File: config.mk
export PLATFORM = sky130hd
export DESIGN_NAME = spi_slave_fifo
export DESIGN_NICKNAME = d
export VERILOG_FILES = /design/src/rtl/spi_slave_fifo.sv
export SDC_FILE = /design/constraint.sdc
export NUM_CORES = 1
export LEC_CHECK = 0
export ABC_AREA = 1
export ABC_CLOCK_PERIOD_IN_PS = 2640
export BUFFER_PORTS_ARGS = -buffer_cell sky130_fd_sc_hd__buf_4
export CAP_MARGIN = 10
export CORE_UTILIZATION = 39
export CTS_CLUSTER_DIAMETER = 50
export CTS_CLUSTER_SIZE = 10
export DETAILED_ROUTE_END_ITERATION = 16
export GPL_ROUTABILITY_DRIVEN = 1
export GPL_TIMING_DRIVEN = 0
export REMOVE_ABC_BUFFERS = 1
export SETUP_SLACK_MARGIN = 0.3
export SLEW_MARGIN = 20
export SYNTH_ARGS = -nofsm -noshare
export SYNTH_HDL_FRONTEND = slang
export SYNTH_SLANG_ARGS = --single-unit
File: constraint.sdc
create_clock -name clk -period 2.64 [get_ports clk]
set_input_delay 0.396 -clock clk [delete_from_list [all_inputs] [get_ports clk]]
set_output_delay 0.396 -clock clk [all_outputs]
set_load 0.01 [all_outputs]
File: src/rtl/spi_slave_fifo.sv
// SPI slave with RX/TX word FIFOs, all logic on clk; SCLK is oversampled.
// Define SPI_SLAVE_STATUS_EN to add sticky rx_overrun/tx_underrun flags.
module spi_slave_fifo #(
    parameter int WIDTH      = 8,
    parameter int FIFO_DEPTH = 4,
    parameter int CPOL       = 0,
    parameter int CPHA       = 0,
    parameter int MSB_FIRST  = 1
) (
    input  logic                          clk,
    input  logic                          rst_n,
    input  logic                          spi_sclk,
    input  logic                          spi_mosi,
    output logic                          spi_miso,
    input  logic                          spi_cs_n,
    output logic [WIDTH-1:0]              rx_data,
    output logic                          rx_valid,
    input  logic                          rx_ready,
    input  logic [WIDTH-1:0]              tx_data,
    input  logic                          tx_valid,
    output logic                          tx_ready,
    output logic [$clog2(FIFO_DEPTH):0]   rx_level,
    output logic [$clog2(FIFO_DEPTH):0]   tx_level,
    output logic                          busy
`ifdef SPI_SLAVE_STATUS_EN
    ,
    output logic                          rx_overrun,
    output logic                          tx_underrun,
    input  logic                          status_clr
`endif
);
    localparam int AW = $clog2(FIFO_DEPTH);
    localparam int CW = $clog2(WIDTH);
    localparam logic [AW:0]   FULL = (AW+1)'(FIFO_DEPTH);
    localparam logic [CW-1:0] LAST = CW'(WIDTH-1);

    generate
        if (!(WIDTH == 8 || WIDTH == 16 || WIDTH == 32) || FIFO_DEPTH < 2 ||
            (FIFO_DEPTH & (FIFO_DEPTH - 1)) != 0) begin : g_bad_param
            $error("spi_slave_fifo: illegal WIDTH or FIFO_DEPTH");
        end
    endgenerate

    logic [2:0] sclk_q;
    logic [1:0] mosi_q;
    logic [1:0] cs_q;

    always_ff @(posedge clk or negedge rst_n) begin
        if (!rst_n) begin
            sclk_q <= (CPOL != 0) ? 3'b111 : 3'b000;
            mosi_q <= '0;
            cs_q   <= 2'b11;
        end else begin
            sclk_q <= {sclk_q[1:0], spi_sclk};
            mosi_q <= {mosi_q[0], spi_mosi};
            cs_q   <= {cs_q[0], spi_cs_n};
        end
    end

    logic act, rise, fall, lead_e, trail_e, samp_e, shft_e;
    assign act     = ~cs_q[1];
    assign busy    = act;
    assign rise    = sclk_q[1] & ~sclk_q[2];
    assign fall    = ~sclk_q[1] & sclk_q[2];
    assign lead_e  = (CPOL != 0) ? fall : rise;
    assign trail_e = (CPOL != 0) ? rise : fall;
    assign samp_e  = act & ((CPHA != 0) ? trail_e : lead_e);
    assign shft_e  = act & ((CPHA != 0) ? lead_e : trail_e);

    logic [WIDTH-1:0] rx_sr_q, rx_sr_d;
    logic [CW-1:0]    rx_bit_q;
    logic             rx_push;

    assign rx_sr_d = (MSB_FIRST != 0) ? {rx_sr_q[WIDTH-2:0], mosi_q[1]}
                                      : {mosi_q[1], rx_sr_q[WIDTH-1:1]};
    assign rx_push = samp_e && (rx_bit_q == LAST);

    always_ff @(posedge clk or negedge rst_n) begin
        if (!rst_n) begin
            rx_sr_q  <= '0;
            rx_bit_q <= '0;
        end else if (!act) begin
            rx_bit_q <= '0;
        end else if (samp_e) begin
            rx_sr_q  <= rx_sr_d;
            rx_bit_q <= rx_bit_q + 1'b1;
        end
    end

    // RX FIFO: a push into a full FIFO still lands if the head leaves this cycle
    logic [WIDTH-1:0] rx_mem [FIFO_DEPTH];
    logic [AW-1:0]    rx_wp_q, rx_rp_q;
    logic [AW:0]      rx_lvl_q;
    logic             rx_full, rx_pop, rx_wr;

    assign rx_full  = rx_lvl_q == FULL;
    assign rx_valid = rx_lvl_q != '0;
    assign rx_pop   = rx_valid && rx_ready;
    assign rx_wr    = rx_push && (!rx_full || rx_pop);
    assign rx_data  = rx_valid ? rx_mem[rx_rp_q] : '0;
    assign rx_level = rx_lvl_q;

    always_ff @(posedge clk) begin
        if (rx_wr) rx_mem[rx_wp_q] <= rx_sr_d;
    end

    always_ff @(posedge clk or negedge rst_n) begin
        if (!rst_n) begin
            rx_wp_q  <= '0;
            rx_rp_q  <= '0;
            rx_lvl_q <= '0;
        end else begin
            if (rx_wr)  rx_wp_q <= rx_wp_q + 1'b1;
            if (rx_pop) rx_rp_q <= rx_rp_q + 1'b1;
            rx_lvl_q <= rx_lvl_q + (AW+1)'(rx_wr) - (AW+1)'(rx_pop);
        end
    end

    logic [WIDTH-1:0] tx_mem [FIFO_DEPTH];
    logic [AW-1:0]    tx_wp_q, tx_rp_q;
    logic [AW:0]      tx_lvl_q;
    logic             tx_push, tx_pop, tx_nempty;

    assign tx_ready  = tx_lvl_q != FULL;
    assign tx_push   = tx_valid && tx_ready;
    assign tx_nempty = tx_lvl_q != '0;
    assign tx_level  = tx_lvl_q;

    always_ff @(posedge clk) begin
        if (tx_push) tx_mem[tx_wp_q] <= tx_data;
    end

    always_ff @(posedge clk or negedge rst_n) begin
        if (!rst_n) begin
            tx_wp_q  <= '0;
            tx_rp_q  <= '0;
            tx_lvl_q <= '0;
        end else begin
            if (tx_push) tx_wp_q <= tx_wp_q + 1'b1;
            if (tx_pop)  tx_rp_q <= tx_rp_q + 1'b1;
            tx_lvl_q <= tx_lvl_q + (AW+1)'(tx_push) - (AW+1)'(tx_pop);
        end
    end

    // tx_fresh_q marks a loaded word that has not lost any bit yet
    logic [WIDTH-1:0] tx_sr_q, tx_sr_d;
    logic [CW-1:0]    tx_bit_q, tx_bit_d;
    logic             tx_fresh_q, tx_fresh_d, tx_load;

    always_comb begin
        tx_sr_d    = tx_sr_q;
        tx_bit_d   = tx_bit_q;
        tx_fresh_d = tx_fresh_q;
        tx_load    = 1'b0;
        if (!act) begin
            tx_bit_d = '0;
            if (CPHA == 0 && !tx_fresh_q) tx_load = 1'b1;
        end else if (shft_e) begin
            tx_bit_d = tx_bit_q + 1'b1;
            if (CPHA == 0) tx_load = tx_bit_q == LAST;
            else           tx_load = tx_bit_q == '0;
            if (!tx_load) begin
                tx_sr_d    = (MSB_FIRST != 0) ? {tx_sr_q[WIDTH-2:0], 1'b1}
                                              : {1'b1, tx_sr_q[WIDTH-1:1]};
                tx_fresh_d = 1'b0;
            end
        end
        if (tx_load) begin
            tx_sr_d    = tx_nempty ? tx_mem[tx_rp_q] : '1;
            tx_fresh_d = tx_nempty;
        end
    end

    assign tx_pop   = tx_load && tx_nempty;
    assign spi_miso = (MSB_FIRST != 0) ? tx_sr_q[WIDTH-1] : tx_sr_q[0];

    always_ff @(posedge clk or negedge rst_n) begin
        if (!rst_n) begin
            tx_sr_q    <= '1;
            tx_bit_q   <= '0;
            tx_fresh_q <= 1'b0;
        end else begin
            tx_sr_q    <= tx_sr_d;
            tx_bit_q   <= tx_bit_d;
            tx_fresh_q <= tx_fresh_d;
        end
    end

`ifdef SPI_SLAVE_STATUS_EN
    logic rx_drop, tx_fill, ovr_q, unr_q;
    assign rx_drop = rx_push && !rx_wr;
    assign tx_fill = tx_load && !tx_nempty && act;

    always_ff @(posedge clk or negedge rst_n) begin
        if (!rst_n) begin
            ovr_q <= 1'b0;
            unr_q <= 1'b0;
        end else begin
            if (rx_drop)         ovr_q <= 1'b1;
            else if (status_clr) ovr_q <= 1'b0;
            if (tx_fill)         unr_q <= 1'b1;
            else if (status_clr) unr_q <= 1'b0;
        end
    end

    assign rx_overrun  = ovr_q;
    assign tx_underrun = unr_q;
`endif

endmodule

-- Word level (Yosys, flattened, before mapping)
Memory sizes are Yosys's and may differ from the RTL's.
Index checks and enable logic that the tools add are counted.
- reduce and logical (&&, ||, !) cells: 14
- equal/unequal tests: 6
- muxes and demuxes: 23
- add/subtract/negate cells: 10
- bitwise logic cells: 7
- operators by type and width (kind ; number):
    $mux W8 ; 6
    $mux W1 ; 13
    $mux W3 ; 4
    $eq A3 B3 Y1 const B ; 3
    $add A2 B1 Y2 const B ; 4
    $add A3 B1 Y3 ; 2
    $add A3 B1 Y3 const B ; 2
    $reduce_bool A2 Y1 ; 3
    $reduce_bool A3 Y1 ; 2
    $sub A3 B1 Y3 ; 2
    $logic_and A1 B1 Y1 ; 5
    $and A1 B1 Y1 ; 4
    $ne A3 B3 Y1 const B ; 1
    $not A1 Y1 ; 3
    $reduce_and A3 Y1 ; 1
    $ne A2 B1 Y1 const B ; 1
    $ne A2 B2 Y1 const B ; 1
    $reduce_and A2 Y1 ; 1
    $logic_not A1 Y1 ; 1
    $logic_or A1 B1 Y1 ; 1
- flip-flop bits (word level): 43
- memories kept: 2
- input port bits: 15
- memory bits (writable): 64
- output and inout bits: 18
- memories (memory ; depth ; width ; rd ports ; clocked after memory_dff ; write ports ; RTL line ; source):
    rx_mem ; 4 ; 8 ; 1 ; 0 ; 1 ; 91 ; logic [WIDTH-1:0] rx_mem [FIFO_DEPTH];
    tx_mem ; 4 ; 8 ; 1 ; 0 ; 1 ; 119 ; logic [WIDTH-1:0] tx_mem [FIFO_DEPTH];

-- Depth between registers and ports, before layout
Gate-level depths: netlist (run 1).
- depth after elaboration: 9
- gate-level depth with buffers: 11

-- Least setup slack after synthesis (run 1)
Ideal clock, no wire load.
- path type: reg2reg
- start: register tx_bit_q[0]
- end: register tx_lvl_q[2], in the netlist tx_level[2]
- slack: 0.440 ns
- required time: 2.511 ns
- setup time: 0.129 ns
- arrival time: 2.072 ns
- cell stages (with the launch flop): 12
- cell sequence: dfrtp_1 ha_1 ha_1 inv_1 nand2_2 nand2_4 nor2_4 ha_1 inv_1 ha_1 fa_1 xor2_1
- longest elaborated chain between the ends: 7
- ends and longest elaborated chain (element ; RTL line ; source):
    start: declaration ; 147 ; logic [CW-1:0] tx_bit_q, tx_bit_d;
    start signal: assignment ; 184 ; tx_bit_q <= tx_bit_d;
    $eq A3 B3 Y1 ; 160 ; if (CPHA == 0) tx_load = tx_bit_q == LAST;
    $mux W1 ; 158 ; end else if (shft_e) begin
    $mux W1 ; 155 ; if (!act) begin
    $mux W1 ; 158 ;
    $mux W1 ; 155 ;
    $logic_and A1 B1 Y1 ; 174 ; assign tx_pop = tx_load && tx_nempty;
    $sub A3 B1 Y3 ; 141 ; tx_lvl_q <= tx_lvl_q + (AW+1)'(tx_push) - (AW+1)'(tx_pop);
    end signal: assignment ; 141 ;
    end: declaration ; 121 ; logic [AW:0] tx_lvl_q;
No other way between the ends. The select of a mux whose other input is x is not followed.
A chain may end at the register's enable or synchronous reset.

-- Worst setup path in the final report (run 1)
Ends and elaborated chain as after synthesis.

==> results.json, run 1 <==
{
  "rsz0062_at_grt": "no",
  "max_clock_freq_mhz": 450.6,
  "antenna_cells": 0,
  "grt_pass1_vias": 2735,
  "yosysSeqAreaShare_pct": 65.33,
  "initialDrtViolationCount": 131,
  "ir_worst_vdd_v": 0.0005436,
  "syn_area_um2": 4608,
  "synth_top_cell_area_share_pct": 41.71,
  "synthArstFlopShare_pct": 40.19,
  "endpoint_kind": "flop",
  "setup_tns_ns": 0,
  "power.total_w": 0.005526,
  "core_area_um2": 11470,
  "nNetsFinal": 477,
  "io_buffers": 32,
  "ys_warn_count": 0,
  "worst_pin_slew_ns": 0.8937,
  "cp.required_ns": 2.86,
  "relSlewSlack_pct": 40.20,
  "p_per_area_nw_per_um2": 1038,
  "syn_to_final_growth_pct": 15.48,
  "grt_pass1_wl_um": 13020,
  "ios": 33,
  "via_count": 2770,
  "arrival_ns": 2.44,
  "fp.dieW_um": 110.7,
  "place_congestion": 0.7338,
  "cts_buffer_depth": 2,
  "avgViaCountPerCell": 4.679,
  "startpoint_type": "flop",
  "crit_path_max_fanout": 4,
  "hold_viol_final": 0,
  "die_area_um2": 12250,
  "path_clk_slew_ns": 0.07,
  "cts_tree": "yes",
  "die_h_um": 110.7,
  "leakage_nw": 2.251,
  "fin_crit_ns": 2.219,
  "drc_errors": 0,
  "num_rows": 39,
  "htreeDepth": 3,
  "status": "completed",
  "postRouteAntennaNets": 0,
  "yosysTopAreaCell": "edfxtp_1",
  "synth_ff_type": "edfxtp_1",
  "first_pass_iters": 4,
  "drive_above_1_share_pct": 18.93,
  "avgRoutedWirePerCell_um": 13.05,
  "totalWireLength_um": 7725,
  "start_util_pct": 40.19,
  "dpl.hpwl_um": 5085,
  "grt_usage_pct": 13.76,
  "cts_sinks": 107,
  "synthTopCellsByArea": "edfxtp_1, dfrtp_1, nand2_1",
  "grt-ovfl-total": 0,
  "cts_made_buffers": 9,
  "critical_path_class": "flop to flop",
  "min_period_over_period_pct": 84.07,
  "hold_buffers": 0,
  "drv_cap": 0,
  "root_buffer": "clkbuf_16",
  "worstHoldPathType": "input pin to async pin",
  "grt_max_degree": 44,
  "synth_most_common_cell": "nand2_1",
  "ys_ff_latch": 107,
  "clk_latency_ns": 0.34,
  "drv_slew": 0,
  "setup_viol": 0,
  "syn_area_per_cell_um2": 11.27,
  "synth_edf_count": 64,
  "synthCells": 409,
  "synthTopCellsByCount": "nand2_1, edfxtp_1, nor2_1",
  "antenna_found_initial": 0,
  "worst_clock_skew_ns": 0.004224,
  "synthDistinctLibCells": 33
}
-- layout by cell type (no fill, tap or decap), drive strengths merged --
cell type,count
ha,16
edfxtp,64
o211ai,1
o21ai,31
mux2,1
o21bai,1
clkinv,4
clkbuf,9
xor2,6
bufinv,3
nor3,1
fa,2
nand2,97
nand3,24
a21oi,14
inv,41
dfrtp,33
nor2,54
dfstp,10
buf,34
xnor2,3
-- logic make-up after synthesis --
family / share of synthesized area [%]
xor gates and xnor gates: 1.711
AOI/OAI and AO/OA: 5.784
DFF: 65.33
and+or+nand+nor: 16.83
muxes: 0.2443
adders and majority gates: 5.213
buffers and inverters: 4.887
-- stage by stage --
stage,hold slack (ns),cell area [um2],std cells,setup WS [ns],util (%)
2_1_floorplan,0.1004,4543,399,0.4397,-
3_3_place_gp,0.3326,4962,574,0.3369,43.27
3_5_place_dp,0.3371,4962,574,0.2879,43.27
4_1_cts,0.07136,5303,590,0.3119,46.24
5_1_grt,0.09283,5321,592,0.3017,46.40
6_report,0.04084,5321,592,0.4207,46.40
-- layout make-up --
class                      instances  area [um2]
fill                            1014        6146
multi-input combinational        251        1375
timing repair buffer              34       255.2
clock inverter                     7       115.1
inverter                          41       160.2
sequential                       107        3012
clock buffer                       9       225.2
tap                              143       178.9
-- flip-flops by register name, summed over array words and instances (netlist names) --
register / count
tx_mem: 32
rx_rp_q: 2
rx_level: 3
tx_rp_q: 2
tx_bit_q: 3
tx_wp_q: 2
rx_mem: 32
cs_q: 2
rx_bit_q: 3
rx_wp_q: 2
sclk_q: 3
tx_fresh_q: 1
rx_sr_q: 7
tx_sr_q: 8
mosi_q: 2
tx_level: 3
-- power by group --
group          leakage [nW]  switching (W)  internal (W)  total (W)
combinational          1.00       0.000888      0.000663    0.00155
clock                 0.165       0.000572      0.000925    0.00150
sequential             1.08       0.000318       0.00216    0.00248
-- metal layers --
| metal | GRT usage, % | wire length [um] | part of all wire (%) |
|---|---|---|---|
| met1 | 15.81 | 3251 | 42 |
| met5 | 0 | 0 | 0 |
| met2 | 24.35 | 4093 | 53 |
| met3 | 3.445 | 255 | 3.3 |
| met4 | 5.778 | 124 | 1.6 |
-- worst paths after layout --
path                              from     endpoint  slack, ns  cells past startpoint
min in group clk              spi_sclk    sclk_q[0]       0.16                      1
max in group asynchronous        rst_n   rx_rp_q[0]       2.15                      1
max                        tx_bit_q[0]  tx_level[2]       0.42                     11
max reg2reg                tx_bit_q[0]  tx_level[2]       0.42                     11
min reg2reg                  mosi_q[0]    mosi_q[1]       0.35                      0
min                              rst_n   tx_wp_q[1]       0.04                      1
-- what timing repair did --
item	CTS	global route
cloned	0	0
setup endpoints to repair	1	9
buffers inserted	0	2
resized for setup	1	2
pin swaps	0	1
-- worst max-delay path, cell delays in order, from the launching register on --
cell	delay [ns]
dfrtp_1	0.40
ha_1	0.20
ha_1	0.19
inv_2	0.08
nand2_2	0.08
nand2_4	0.09
nor2_4	0.05
ha_1	0.27
inv_1	0.04
ha_1	0.20
fa_2	0.34
xor2_1	0.16
(Power assumes the default switching activity.)
==> run 2, diff against run 1 <==
--- a/config.mk
+++ b/config.mk
@@ -5,8 +5,8 @@
 export SDC_FILE = /design/constraint.sdc
 export NUM_CORES = 1
 export LEC_CHECK = 0
-export ABC_AREA = 1
-export ABC_CLOCK_PERIOD_IN_PS = 2640
+export ABC_AREA = 0
+export ABC_CLOCK_PERIOD_IN_PS = 1800
 export BUFFER_PORTS_ARGS = -buffer_cell sky130_fd_sc_hd__buf_4
 export CAP_MARGIN = 10
 export CORE_UTILIZATION = 39
==> constraint.sdc (replaced) <==
create_clock -name clk -period 1.8 [get_ports clk]
set_input_delay 0.27 -clock clk [delete_from_list [all_inputs] [get_ports clk]]
set_output_delay 0.27 -clock clk [all_outputs]
set_load 0.01 [all_outputs]
==> run 2 against run 1 <==
Effect of this change: the flow now finishes with violations (setup timing); global-route usage rose by 0.53 points; clock-buffer cell count rose by 1; cell area rose by 6.7%; core utilization rose by 5.5 points; die area fell by 3.9%; via count fell by 16%; critical path depth fell by 1; power rose by 46%; largest power group unchanged; synthesized cell count fell by 36%; critical endpoint is now rx_level[2].
==> results.json, run 2 <==
{
  "status": "finished with violations",
  "violations": "setup timing",
  "die_area_um2": 11780,
  "cts_sinks": 107,
  "totalWireLength_um": 7453,
  "critical_path_class": "flop to flop",
  "reg2reg_depth": 10,
  "final_core_util_pct": 51.93,
  "yosysTopAreaCell": "edfxtp_1",
  "place_congestion": 0.7059,
  "avgViaCountPerCell": 4.943,
  "relSlewSlack_pct": 62.64,
  "min_period_over_period_pct": 125.6,
  "drive_above_1_share_pct": 51.95,
  "p_sw_w": 0.002293,
  "worst_clock_skew_ns": 0.007523,
  "setup_tns_ns": -2.543,
  "crit_path_max_fanout": 3,
  "ys_warn_count": 0,
  "syn_area_um2": 4425,
  "antenna_cells": 0,
  "yosysSeqAreaShare_pct": 68.02,
  "fin_hold_ws_ns": 0.03763,
  "min_from": "spi_sclk",
  "setup_viol": 12,
  "max_clock_freq_mhz": 442.4,
  "reg2reg_to": "rx_level[2]",
  "arrival_ns": 2.48,
  "ir_worst_vdd_v": 0.0008376,
  "antenna_found_initial": 0,
  "ys_ff_latch": 107,
  "grt_usage_pct": 14.29,
  "synth_top_cell_area_share_pct": 43.43,
  "reg2reg_slack_ns": -0.46,
  "synthTopCellsByArea": "edfxtp_1, dfrtp_1, mux4_2",
  "p_seq_share_pct": 45.0,
  "cts_tree": "yes",
  "min_path_cells": 1,
  "grt.met3_usage_pct": 4.461,
  "worst_pin_slew_ns": 0.5604,
  "cp.required_ns": 2.02,
  "worst_r2r_startpoint": "rx_level[1]",
  "avgRoutedWirePerCell_um": 15.76,
  "grt-ovfl-total": 0,
  "synth_most_common_cell": "edfxtp_1",
  "root_buffer": "clkbuf_16",
  "first_pass_iters": 4,
  "fp.dieW_um": 108.5,
  "synthTopCellsByCount": "edfxtp_1, dfrtp_1, ha_1, mux4_2, inv_1",
  "busiest_layer": "met2",
  "synthDistinctLibCells": 42,
  "worst_slack_ns": -0.4605,
  "final_common_cell": "edfxtp_1",
  "hold_viol_final": 0,
  "dpl.hpwl_um": 4501,
  "die_h_um": 108.5,
  "num_rows": 38,
  "clockPowerShare_pct": 22.8,
  "syn_to_final_growth_pct": 28.33,
  "synthArstFlopShare_pct": 40.19,
  "pwr-share-comb_pct": 32.2,
  "grt_pass1_vias": 2545,
  "power.total_w": 0.008056,
  "ios": 33,
  "synth_edf_count": 64,
  "p_int_w": 0.005763,
  "path_clk_slew_ns": 0.07,
  "core_area_um2": 10940,
  "p_sw_share_pct": 28.47,
  "fin_crit_ns": 2.260,
  "synth_ff_type": "edfxtp_1",
  "worstHoldEndpoint": "sclk_q[0]",
  "rsz0062_at_grt": "yes",
  "cts_made_buffers": 9,
  "grtUsageMet2_pct": 26.40,
  "via_count": 2338,
  "drv_cap": 0,
  "endpoint_kind": "flop",
  "layout_common_cells": "edfxtp_1, buf_4, dfrtp_1",
  "syn_area_per_cell_um2": 16.89,
  "leakage_nw": 2.215,
  "drc_errors": 0,
  "clk_latency_ns": 0.34,
  "drv_slew": 0,
  "n_fill_cell": 921,
  "startpoint_type": "flop",
  "worstHoldPathType": "input pin to flop",
  "grt_max_degree": 44,
  "initialDrtViolationCount": 86,
  "postRouteAntennaNets": 0,
  "grt_pass1_wl_um": 12480,
  "cts_buffer_depth": 2,
  "p_per_area_nw_per_um2": 1419,
  "largestRegisters": "rx_mem (32), tx_mem (32), tx_sr_q (8)",
  "grtUsageMet1_pct": 15.75,
  "nNetsFinal": 361,
  "synthCells": 262,
  "start_util_pct": 40.47,
  "io_buffers": 32,
  "htreeDepth": 3
}
run 2: cell types whose count changed after synthesis, sizes merged, moves of 6 or more:
| cell | change |
|---|---|
| o21ai | -28 |
| o22ai | +6 |
| nor2 | -47 |
| a32oi | +6 |
| xnor2 | +6 |
| mux2 | +8 |
| mux4 | +16 |
| inv | -26 |
| a21oi | -14 |
| nand3 | -23 |
| and2 | +14 |
| nand2 | -88 |
run 2: metrics by stage:
stage,cells,instance area [um2],setup slack (ns)
floorplan,250,4364,-0.8553
global route,473,5679,-0.5166
finish,473,5679,-0.4605
CTS,466,5520,-0.4470
detailed placement,422,4780,-1.330
global placement,422,4780,-1.366
run 2: layer usage:
layer / wire length (um) / up-vias
met1: 3034 / 1180
met2: 4100 / 43
met5: 0 / -
met4: 70 / 0
met3: 248 / 7
li1: - / 1108
run 2: cell type report:
type / instances / area, um2 / share of cell area, %
flip-flops and latches: 107 / 3027 / 53.29
inverters: 14 / 55.05 / 0.9694
clock buffers: 10 / 229.0 / 4.032
clock inverters: 6 / 48.80 / 0.8592
repair buffers: 66 / 608.1 / 10.71
multi-input cells: 130 / 1536 / 27.05
well taps: 140 / 175.2 / 3.084
run 2: what timing repair did:
action,CTS,global route
hold buffers,1,0
buffers inserted,27,6
hold endpoints to repair,33,0
cloned,0,1
pin swaps,19,19
setup endpoints to repair,102,77
resized for setup,72,26
run 2: cell families after synthesis:
| family | Yosys count | synth area share, % |
|---|---|---|
| flops | 107 | 68.02 |
| simple gates | 50 | 6.842 |
| buf+inv | 26 | 2.573 |
| compound gates | 20 | 3.336 |
| xor+xnor | 12 | 2.375 |
| fa+ha+maj | 18 | 5.428 |
| mux | 29 | 11.42 |
run 2: worst max-delay path, cell delays in order (launching register included):
cell	delay, ns
dfrtp_2	0.42
or4b_1	0.48
and3_4	0.18
inv_4	0.05
ha_4	0.19
inv_2	0.06
ha_4	0.11
inv_2	0.03
fa_2	0.35
xnor2_2	0.15
xnor2_1	0.12
run 2: power groups by stage:
| stage | Clock (W) | Combinational (W) | Sequential (W) |
|---|---|---|---|
| 5_1_grt | 0.00200 | 0.00286 | 0.00370 |
| 2_1_floorplan | 0 | 0.00118 | 0.00366 |
| 6_report | 0.00184 | 0.00260 | 0.00362 |
| 3_3_place_gp | 0 | 0.00176 | 0.00377 |
| 3_5_place_dp | 0 | 0.00178 | 0.00379 |
| 4_1_cts | 0.00189 | 0.00256 | 0.00361 |
run 2: worst max path at each step:
stage,start,endpoint,cells after the start
after CTS,rx_level[1],rx_level[2],10
after detailed placement,tx_bit_q[0],tx_level[1],9
after global placement,tx_bit_q[0],tx_level[2],10
final,rx_level[1],rx_level[2],10
after floorplan,tx_bit_q[0],tx_level[2],10
after global routing,rx_level[1],rx_level[2],10
==> run 3, diff against run 2 <==
--- a/config.mk
+++ b/config.mk
@@ -15,6 +15,7 @@
 export DETAILED_ROUTE_END_ITERATION = 16
 export GPL_ROUTABILITY_DRIVEN = 1
 export GPL_TIMING_DRIVEN = 0
+export PLACE_DENSITY = 0.63
 export REMOVE_ABC_BUFFERS = 1
 export SETUP_SLACK_MARGIN = 0.3
 export SLEW_MARGIN = 20
==> run 3 against run 2 <==
Effect of this change: the flow still finishes with violations (setup timing); final cell count did not move; critical path depth did not move; register-to-register slack barely moved; maximum frequency rose by 0.58%; non-clock buffer count did not move; combinational power barely moved; highest routed layer unchanged.
==> results.json, run 3 (same netlist as run 2, synthesis figures left out) <==
{
  "cts_tree": "yes",
  "grt_usage_pct": 13.80,
  "via_count": 2394,
  "crit_end": "rx_level[2]",
  "cp-startpoint": "rx_level[1]",
  "violations": "setup timing",
  "worst_slack_ns": -0.4475,
  "htreeDepth": 3,
  "ir_worst_vdd_v": 0.0007729,
  "drc_errors": 0,
  "final_cell_area_um2": 5707,
  "path_delay_family": "simple AND/OR/NAND/NOR gates",
  "n_fill_cell": 926,
  "cts_sinks": 107,
  "regArea_um2": 3028,
  "worst_pin_slew_ns": 0.5942,
  "drv_slew": 0,
  "postRouteAntennaNets": 0,
  "avgRoutedWirePerCell_um": 15.94,
  "start_util_pct": 40.47,
  "min_period_over_period_pct": 124.9,
  "die_area_um2": 11780,
  "startpoint_type": "flop",
  "avgViaCountPerCell": 5.061,
  "worst-path-stages": 10,
  "drive_above_1_share_pct": 52.55,
  "final_common_cell": "edfxtp_1",
  "rsz0062_at_grt": "yes",
  "postPlaceCellArea_um2": 4780,
  "p_per_area_nw_per_um2": 1450,
  "clk_latency_ns": 0.34,
  "worstHoldPathType": "input pin to flop",
  "grt-ovfl-total": 0,
  "multi_input_area_um2": 1539,
  "max_clock_freq_mhz": 444.9,
  "endpoint_kind": "flop",
  "arrival_ns": 2.48,
  "syn_to_final_growth_pct": 28.95,
  "cts_made_buffers": 9,
  "reg2reg_to": "rx_level[2]",
  "place_congestion": 0.6914,
  "root_buffer": "clkbuf_16",
  "crit_path_max_fanout": 3,
  "fin_crit_ns": 2.248,
  "path_clk_slew_ns": 0.07,
  "ios": 33,
  "antenna_cells": 0,
  "critical_path_class": "flop to flop",
  "relSlewSlack_pct": 60.17,
  "layout_common_cells": "edfxtp_1, buf_4, dfrtp_1",
  "cp.required_ns": 2.03,
  "grt_pass1_vias": 2499,
  "core_area_um2": 10940,
  "io_buffers": 32,
  "drv_cap": 0,
  "largestRegisters": "rx_mem (32), tx_mem (32), tx_sr_q (8)",
  "nNetsFinal": 361,
  "grt_pass1_wl_um": 12150,
  "power.total_w": 0.008275,
  "reg2reg_slack_ns": -0.45,
  "status": "finished with violations",
  "reg2reg_depth": 10,
  "worst_clock_skew_ns": 0.005201,
  "hold_viol_final": 0,
  "crit_slowest_cell": "or4b_1",
  "leakage_nw": 2.251,
  "setup_viol": 12,
  "setup_tns_ns": -2.531,
  "fp.dieW_um": 108.5,
  "die_h_um": 108.5,
  "worst_r2r_startpoint": "rx_level[1]",
  "min_path_cells": 1,
  "cp_num_buf_inv": 3,
  "cts_buffer_depth": 2,
  "num_rows": 38,
  "dpl.hpwl_um": 4546,
  "first_pass_iters": 4,
  "cp_slowest_stage_delay_ns": 0.48,
  "initialDrtViolationCount": 74,
  "crit_chain": "or4b_1 > and3_4 > inv_4 > ha_4 > inv_2 > ha_4 > inv_2 > fa_2 > xnor2_2 > xnor2_1",
  "totalWireLength_um": 7539,
  "antenna_found_initial": 0,
  "grt_max_degree": 44
}
-- run 3: cell types whose count changed in the layout (fill, tap and decap cells not counted), moves of 3 or more --
| cell | delta |
|---|---|
| a32oi_2 | -3 |
| a32oi_1 | +3 |
| o22ai_1 | -4 |
| clkinv_4 | -3 |
| o22ai_2 | +4 |
| inv_8 | +3 |
-- run 3: report_power, final --
group          internal [W]  switching [W]
combinational       0.00159        0.00105
clock               0.00111       0.000908
sequential          0.00324       0.000390
-- run 3: how the worst min path moves through the flow --
stage               startpoint    endpoint
finish                spi_mosi   mosi_q[0]
CTS                   spi_cs_n     cs_q[0]
global route          spi_mosi   mosi_q[0]
global placement         rst_n  tx_wp_q[1]
detailed placement       rst_n  tx_wp_q[1]
floorplan                rst_n   mosi_q[0]
-- run 3: routing by layer --
layer	up-vias	share of wire, %	track usage, %
met1	1229	41	15.73
met4	0	1.4	4.344
met3	11	2.5	3.074
met5	-	0	0
li1	1117	-	-
met2	37	55	25.50
-- run 3: worst reg2reg max path, stage by stage (launching register included) --
cell	delay, ns
dfrtp_2	0.42
or4b_1	0.48
and3_4	0.18
inv_4	0.05
ha_4	0.19
inv_2	0.06
ha_4	0.12
inv_2	0.03
fa_2	0.34
xnor2_2	0.15
xnor2_1	0.12
-- run 3: repair_timing --
action / 4_1_cts / 5_1_grt
hold endpoints to repair: 33 / 0
pin swaps: 31 / 15
buffers inserted: 26 / 7
hold buffers: 1 / 0
cloned: 1 / 0
resized for setup: 79 / 21
setup endpoints to repair: 102 / 85
-- run 3: layout make-up --
cell class	count	area share, %
well taps	140	3.070
clock buffers	9	3.947
flip-flops and latches	107	53.06
multi-input cells	130	26.97
clock inverters	7	1.469
repair buffers	66	10.52
inverters	14	0.9647
-- run 3: per-stage QoR --
stage / std cells / utilization (%) / hold slack, ns / setup slack [ns]
floorplan: 250 / - / -0.02559 / -0.8553
global placement: 422 / 43.71 / 0.2977 / -1.355
detailed placement: 422 / 43.71 / 0.3063 / -1.329
CTS: 466 / 50.98 / 0.02580 / -0.4458
global route: 473 / 52.19 / 0.02613 / -0.5235
finish: 473 / 52.19 / 0.03517 / -0.4475
